## src/rtl/bin2gray.sv

```systemverilog
// Combinational binary-to-Gray conversion.
// Output bit i is the XOR of binary bits i+1 and i; the MSB passes through.
module bin2gray #(
    parameter int WIDTH = 4
) (
    input  logic [WIDTH-1:0] b,
    output logic [WIDTH-1:0] g
);

    always_comb begin
        g = b;
        for (int i = 0; i < WIDTH - 1; i++) begin
            g[i] = b[i+1] ^ b[i];
        end
    end

endmodule

```

## src/rtl/gray_counter.sv

```systemverilog
// Registered up/down binary counter with a lockstep Gray-coded copy.
// Either wraps modulo 2^WIDTH or saturates at the end values.
module gray_counter #(
    parameter int WIDTH = 4,
    parameter bit WRAP  = 1'b1
) (
    input  logic             clk,
    input  logic             rst,
    input  logic             en,
    input  logic             up,
    input  logic             load,
    input  logic [WIDTH-1:0] load_val,
    output logic [WIDTH-1:0] bin,
    output logic [WIDTH-1:0] g,
    output logic             wrapped,
    output logic             sat
);

    localparam logic [WIDTH-1:0] MAX_VAL = '1;
    localparam logic [WIDTH-1:0] MIN_VAL = '0;

    logic [WIDTH-1:0] bin_q, bin_d;
    logic [WIDTH-1:0] g_q, g_d;
    logic             wrapped_q, wrapped_d;
    logic             sat_q, sat_d;
    logic [WIDTH-1:0] step;
    logic             at_end;

    always_comb begin
        step   = up ? bin_q + 1'b1 : bin_q - 1'b1;
        at_end = up ? (bin_q == MAX_VAL) : (bin_q == MIN_VAL);

        bin_d     = bin_q;
        wrapped_d = 1'b0;
        sat_d     = sat_q;

        if (load) begin
            bin_d = load_val;
            sat_d = 1'b0;
        end else if (en) begin
            if (at_end && !WRAP) begin
                sat_d = 1'b1;
            end else begin
                bin_d     = step;
                wrapped_d = WRAP && at_end;
                sat_d     = 1'b0;
            end
        end
    end

    // Convert the muxed next value so g lands on the same edge as bin.
    bin2gray #(
        .WIDTH(WIDTH)
    ) u_bin2gray (
        .b(bin_d),
        .g(g_d)
    );

    always_ff @(posedge clk) begin
        if (rst) begin
            bin_q     <= '0;
            g_q       <= '0;
            wrapped_q <= 1'b0;
            sat_q     <= 1'b0;
        end else begin
            bin_q     <= bin_d;
            g_q       <= g_d;
            wrapped_q <= wrapped_d;
            sat_q     <= sat_d;
        end
    end

    assign bin     = bin_q;
    assign g       = g_q;
    assign wrapped = wrapped_q;
    assign sat     = sat_q;

endmodule

```

## config.mk

```make
export PLATFORM = sky130hd
export DESIGN_NAME = gray_counter
export DESIGN_NICKNAME = d
export VERILOG_FILES = /design/src/rtl/bin2gray.sv /design/src/rtl/gray_counter.sv
export SDC_FILE = /design/constraint.sdc
export NUM_CORES = 1
export LEC_CHECK = 0
export BUFFER_PORTS_ARGS = -buffer_cell sky130_fd_sc_hd__buf_2
export CORE_AREA = 2 2 39 41
export DETAILED_ROUTE_END_ITERATION = 10
export DIE_AREA = 0 0 41 43
export PLACE_DENSITY = 0.63
export SETUP_SLACK_MARGIN = 0.05
export SYNTH_ARGS = -nofsm -noshare
export SYNTH_HDL_FRONTEND = slang
export SYNTH_SLANG_ARGS = --single-unit
export TNS_END_PERCENT = 50
```

## constraint.sdc

```tcl
create_clock -name clk -period 2.2 [get_ports clk]
set_input_delay 0.11 -clock clk [delete_from_list [all_inputs] [get_ports clk]]
set_output_delay 0.11 -clock clk [all_outputs]
set_load 0.03 [all_outputs]
```

* Yosys cells after proc, flatten, opt, wreduce, memory -nomap -nowiden
Cells that the tools add are included.
** Word-level totals
- Register bits after elaboration :: 9
- Input bits :: 9
** Cells by class
- Bitwise gates (word level) :: 4
- Muxes and demuxes :: 4
- Reductions and logical operators :: 2
- Add/subtract/negate cells :: 2
- Equality and inequality tests :: 1
** Operators by type and width (count)
- 2-to-1 mux 4 bit :: 3
- adder 4 x 1 -> 4 bit, second input constant :: 1
- equality test 4 bit, second input constant :: 1
- logical NOT 4 bit :: 1
- subtractor 4 x 1 -> 4 bit, second input constant :: 1
- OR reduction 3 bit :: 1
- bitwise XOR 1 bit :: 3
- 2-to-1 mux 1 bit :: 1
- inverter 1 bit :: 1

* Depth between registers and ports, before layout
- Depth after elaboration :: 5
- Gate-level depth with buffers :: 6
- Depth with buffers taken out :: 6

* By module
Synthesis repeated with hierarchy kept, for this count alone.
** Second synthesis, totals
- Cell total of the unflattened synthesis :: 53
- Area total of the unflattened synthesis :: 526.8 µm²
** By module, submodules not included
- gray_counter :: times used 1, seq. area each 180.2 µm², area each 493.0 µm², cells each 49
- bin2gray :: times used 1, seq. area each 0.0 µm², area each 33.8 µm², cells each 4

* Worst setup path after synthesis
No wires, ideal clock.
- Path kind :: register to register
- Start point :: register bin_q[0], in the netlist bin[0]
- End point :: register g_q[1], in the netlist g[1]
- Stages on the path, launching flop included :: 6
- Setup slack :: 0.311 ns
- Library setup time :: 0.070 ns
- Data required time :: 2.130 ns
- Arrival time :: 1.819 ns
- Cell sequence :: dfxtp_1 -> fa_1 -> mux2_2 -> mux2i_1 -> o21ai_0 -> a21oi_1
** Between the ends
- Longest elaborated chain between the ends :: 5
** Ends and longest elaborated chain
- start, declared :: RTL line gray_counter.sv:22 : logic [WIDTH-1:0] bin_q, bin_d;
- start signal, assigned :: RTL line gray_counter.sv:66 : bin_q <= bin_d;
- subtractor 4 x 1 -> 4 bit or adder 4 x 1 -> 4 bit (tied branches) :: RTL line gray_counter.sv:30 : step = up ? bin_q + 1'b1 : bin_q - 1'b1;
- 2-to-1 mux 4 bit (*) :: RTL line gray_counter.sv:30
- 2-to-1 mux 4 bit (*) :: RTL line gray_counter.sv:40 : end else if (en) begin
- 2-to-1 mux 4 bit (*) :: RTL line gray_counter.sv:37 : if (load) begin
- bitwise XOR 1 bit (*) :: RTL line bin2gray.sv:13 : g[i] = b[i+1] ^ b[i];
- end signal, assigned :: RTL line gray_counter.sv:67 : g_q <= g_d;
- end, declared :: RTL line gray_counter.sv:23 : logic [WIDTH-1:0] g_q, g_d;
Every way passes the cells marked *; elsewhere a longest branch is shown, timed or not.
A chain may end at the register's enable or synchronous reset.

* Worst setup path after layout
Ends and elaborated chain as after synthesis.

==> metrics.yaml <==
clock_network:
  cts.sinks: 8
  cts_max_level: 1
  clockRootBuffer: "clkbuf_4"
  clockBufferDepth: 2
  cts_resized: 0
  cts_tree: "yes"
  postCtsSetupBuffers: 0
  postCtsHoldBufs: 0
  clkSlewWorstSetupHoldPaths_ns: 0.06
  cts_buffers: 3
  clock_latency_ns: 0.26
place:
  place_hpwl_microns: 756
  gp_congestion: 0.724
  portBuffers: 17
timing:
  min_period_over_period: 0.830
  drv_slew: 0
  fin_setup_tns_ns: 0
  hold_violations: 0
  max_freq_mhz: 548
  rsz0062_at_grt: "no"
  min_period_ns: 1.83
  setup_violations: 0
  fin_worst_skew_ns: 0.00912
  whs_ns: 0.114
min_path:
  holdCritPathClass: "in -> reg"
  min_from: "rst"
final_layout:
  fin_nets: 86
  fill_cells: 155
  drive_gt1_frac: 0.333
  diodes: 0
  syn2layout_area_growth_pct: 19.8
pwr:
  power.density_nw_per_um2: 689
  vdd_drop_max_mv: 0.337
  power.total_mw: 0.418
  p_leak_nw: 0.315
logic_synthesis:
  syn_area_sq_um: 507
  synth_top_cell_by_area: "dfxtp_1"
  avgSynthCellArea_sq_um: 9.05
  seq_area_frac_synth: 0.316
  synth-seq-cells: 8
  ys.flop_type: "dfxtp_1"
  syn_nets: 68
  synth_most_common_cell: "dfxtp_1"
  synth.distinct_cells: 32
  synth_cells: 56
  synth_edf_count: 0
  yosys_warnings: 0
  synth_area_leaders: "dfxtp_1 32%, mux2i_1 5.9%, ha_1 4.9%"
  async_reset_ff_frac: 0
  synth_top_cell_area_share: 0.316
  synth_common_cells: "8 x dfxtp_1, 6 x nor2_1, 3 x buf_4, 3 x inv_1, 3 x mux2i_1"
setup_path:
  crit_fanout: 7
  cp_slowest_stage_delay_ns: 0.47
  cp-end-kind: "register"
  path_cells: "fa_1 -> mux2_2 -> mux2i_1 -> o21ai_0 -> a21oi_1"
  cp_slowest_cell: "dfxtp_1"
  cp.required_ns: 2.38
  startpoint: "bin[0]"
  startpoint_type: "register"
  cp.arrival_ns: 2.01
  critPathKind: "reg -> reg"
  r2r-start: "bin[0]"
route:
  drt-initial-drc-count: 10
  route.detailed.drc: 0
  route.antenna.remaining_nets: 0
  vias_per_cell: 5.18
  drtPass1Iterations: 4
  route.vias.total: 456
  drt-total-wl_microns: 994
  wl_per_cell_microns: 11.3
die:
  die_y_microns: 43
  start_util: 0.366
  die_area_sq_um: 1760
  num_rows: 14
  pin_count: 19
  core_sq_um: 1380
  die_w_microns: 41
global_route:
  grt_pass1_vias: 384
  antenna_found_initial: 0
  grt_pass1_wl_microns: 1660
  overflow: 0
  grt_start_max_net_pins: 12
  grt_usage: 0.139
job:
  cap_violations: 0
outcome:
  status: "complete, no violations"
==> cell families (layout without fill, tap and decap cells) <==
group | Yosys count | count (layout) | share of synthesized area
buffers and inverters | 7 | 23 | 0.0765
adders and majority gates | 3 | 3 | 0.0889
other | 1 | 1 | 0.00740
and+or+nand+nor | 19 | 19 | 0.230
muxes | 4 | 4 | 0.0815
DFF | 8 | 8 | 0.316
xor gates and xnor gates | 3 | 3 | 0.0519
AOI/OAI and AO/OA | 11 | 11 | 0.148
==> flip-flops by register name, indices dropped and copies added (netlist names) <==
name	cells
g	3
bin	4
wrapped	1
==> layout by cell type, fill, tap and decap left out, drive strengths merged, types with 2 or more instances in the layout <==
cell    netlist  routed
or3           2       2
a21oi         2       2
xnor2         2       2
o21ai         2       2
clkbuf        0       3
inv           3       3
ha            2       2
nand3         3       3
nor2          6       6
dfxtp         8       8
and3          2       2
mux2i         3       3
buf           4      17
==> power by group <==
part | leakage, nW | switching [mW] | internal, mW
combinational | 0.235 | 0.0802 | 0.0520
clock | 0.0138 | 0.0513 | 0.0625
sequential | 0.0663 | 0.0125 | 0.160
==> path summary, 6_finish.rpt <==
check,slack [ns],endpoint,cells after the start
worst max-delay path,0.37,g[1],5
worst min-delay path,0.11,g[0],2
worst max register to register,0.37,g[1],5
worst min register to register,0.72,wrapped,2
==> worst max-delay path, delay by kind of cell, from the launching register on <==
kind                       cells  cell delay, ns
muxes                          2            0.54
DFF                            1            0.47
adders and majority gates      1            0.46
AOI/OAI and AO/OA              2            0.29
==> per-layer routing <==
layer	share of wire	global-route usage	up-vias	routed length, microns
met5	0	0	-	0
met4	0	0.0600	0	0
met3	0.079	0.0471	0	79
met2	0.43	0.184	20	428
met1	0.49	0.199	204	486
li1	-	-	232	-
==> area by class of cell <==
| class | instances | area, sq um | area share |
|---|---|---|---|
| flip-flops and latches | 8 | 160 | 0.264 |
| multi-input cells | 41 | 308 | 0.507 |
| repair buffers | 17 | 85.1 | 0.140 |
| well taps | 16 | 20.0 | 0.0330 |
| clock buffers | 3 | 22.5 | 0.0371 |
| inverters | 3 | 11.3 | 0.0186 |
==> stage by stage <==
stage / util / cells / setup slack, ns / instance area [sq um]
2_1_floorplan: - / 56 / 0.311 / 507
3_3_place_gp: 0.422 / 85 / 0.458 / 584
3_5_place_dp: 0.422 / 85 / 0.393 / 584
4_1_cts: 0.439 / 88 / 0.358 / 607
5_1_grt: 0.439 / 88 / 0.167 / 607
6_report: 0.439 / 88 / 0.374 / 607
No activity file was read; power rests on OpenSTA's default activity.
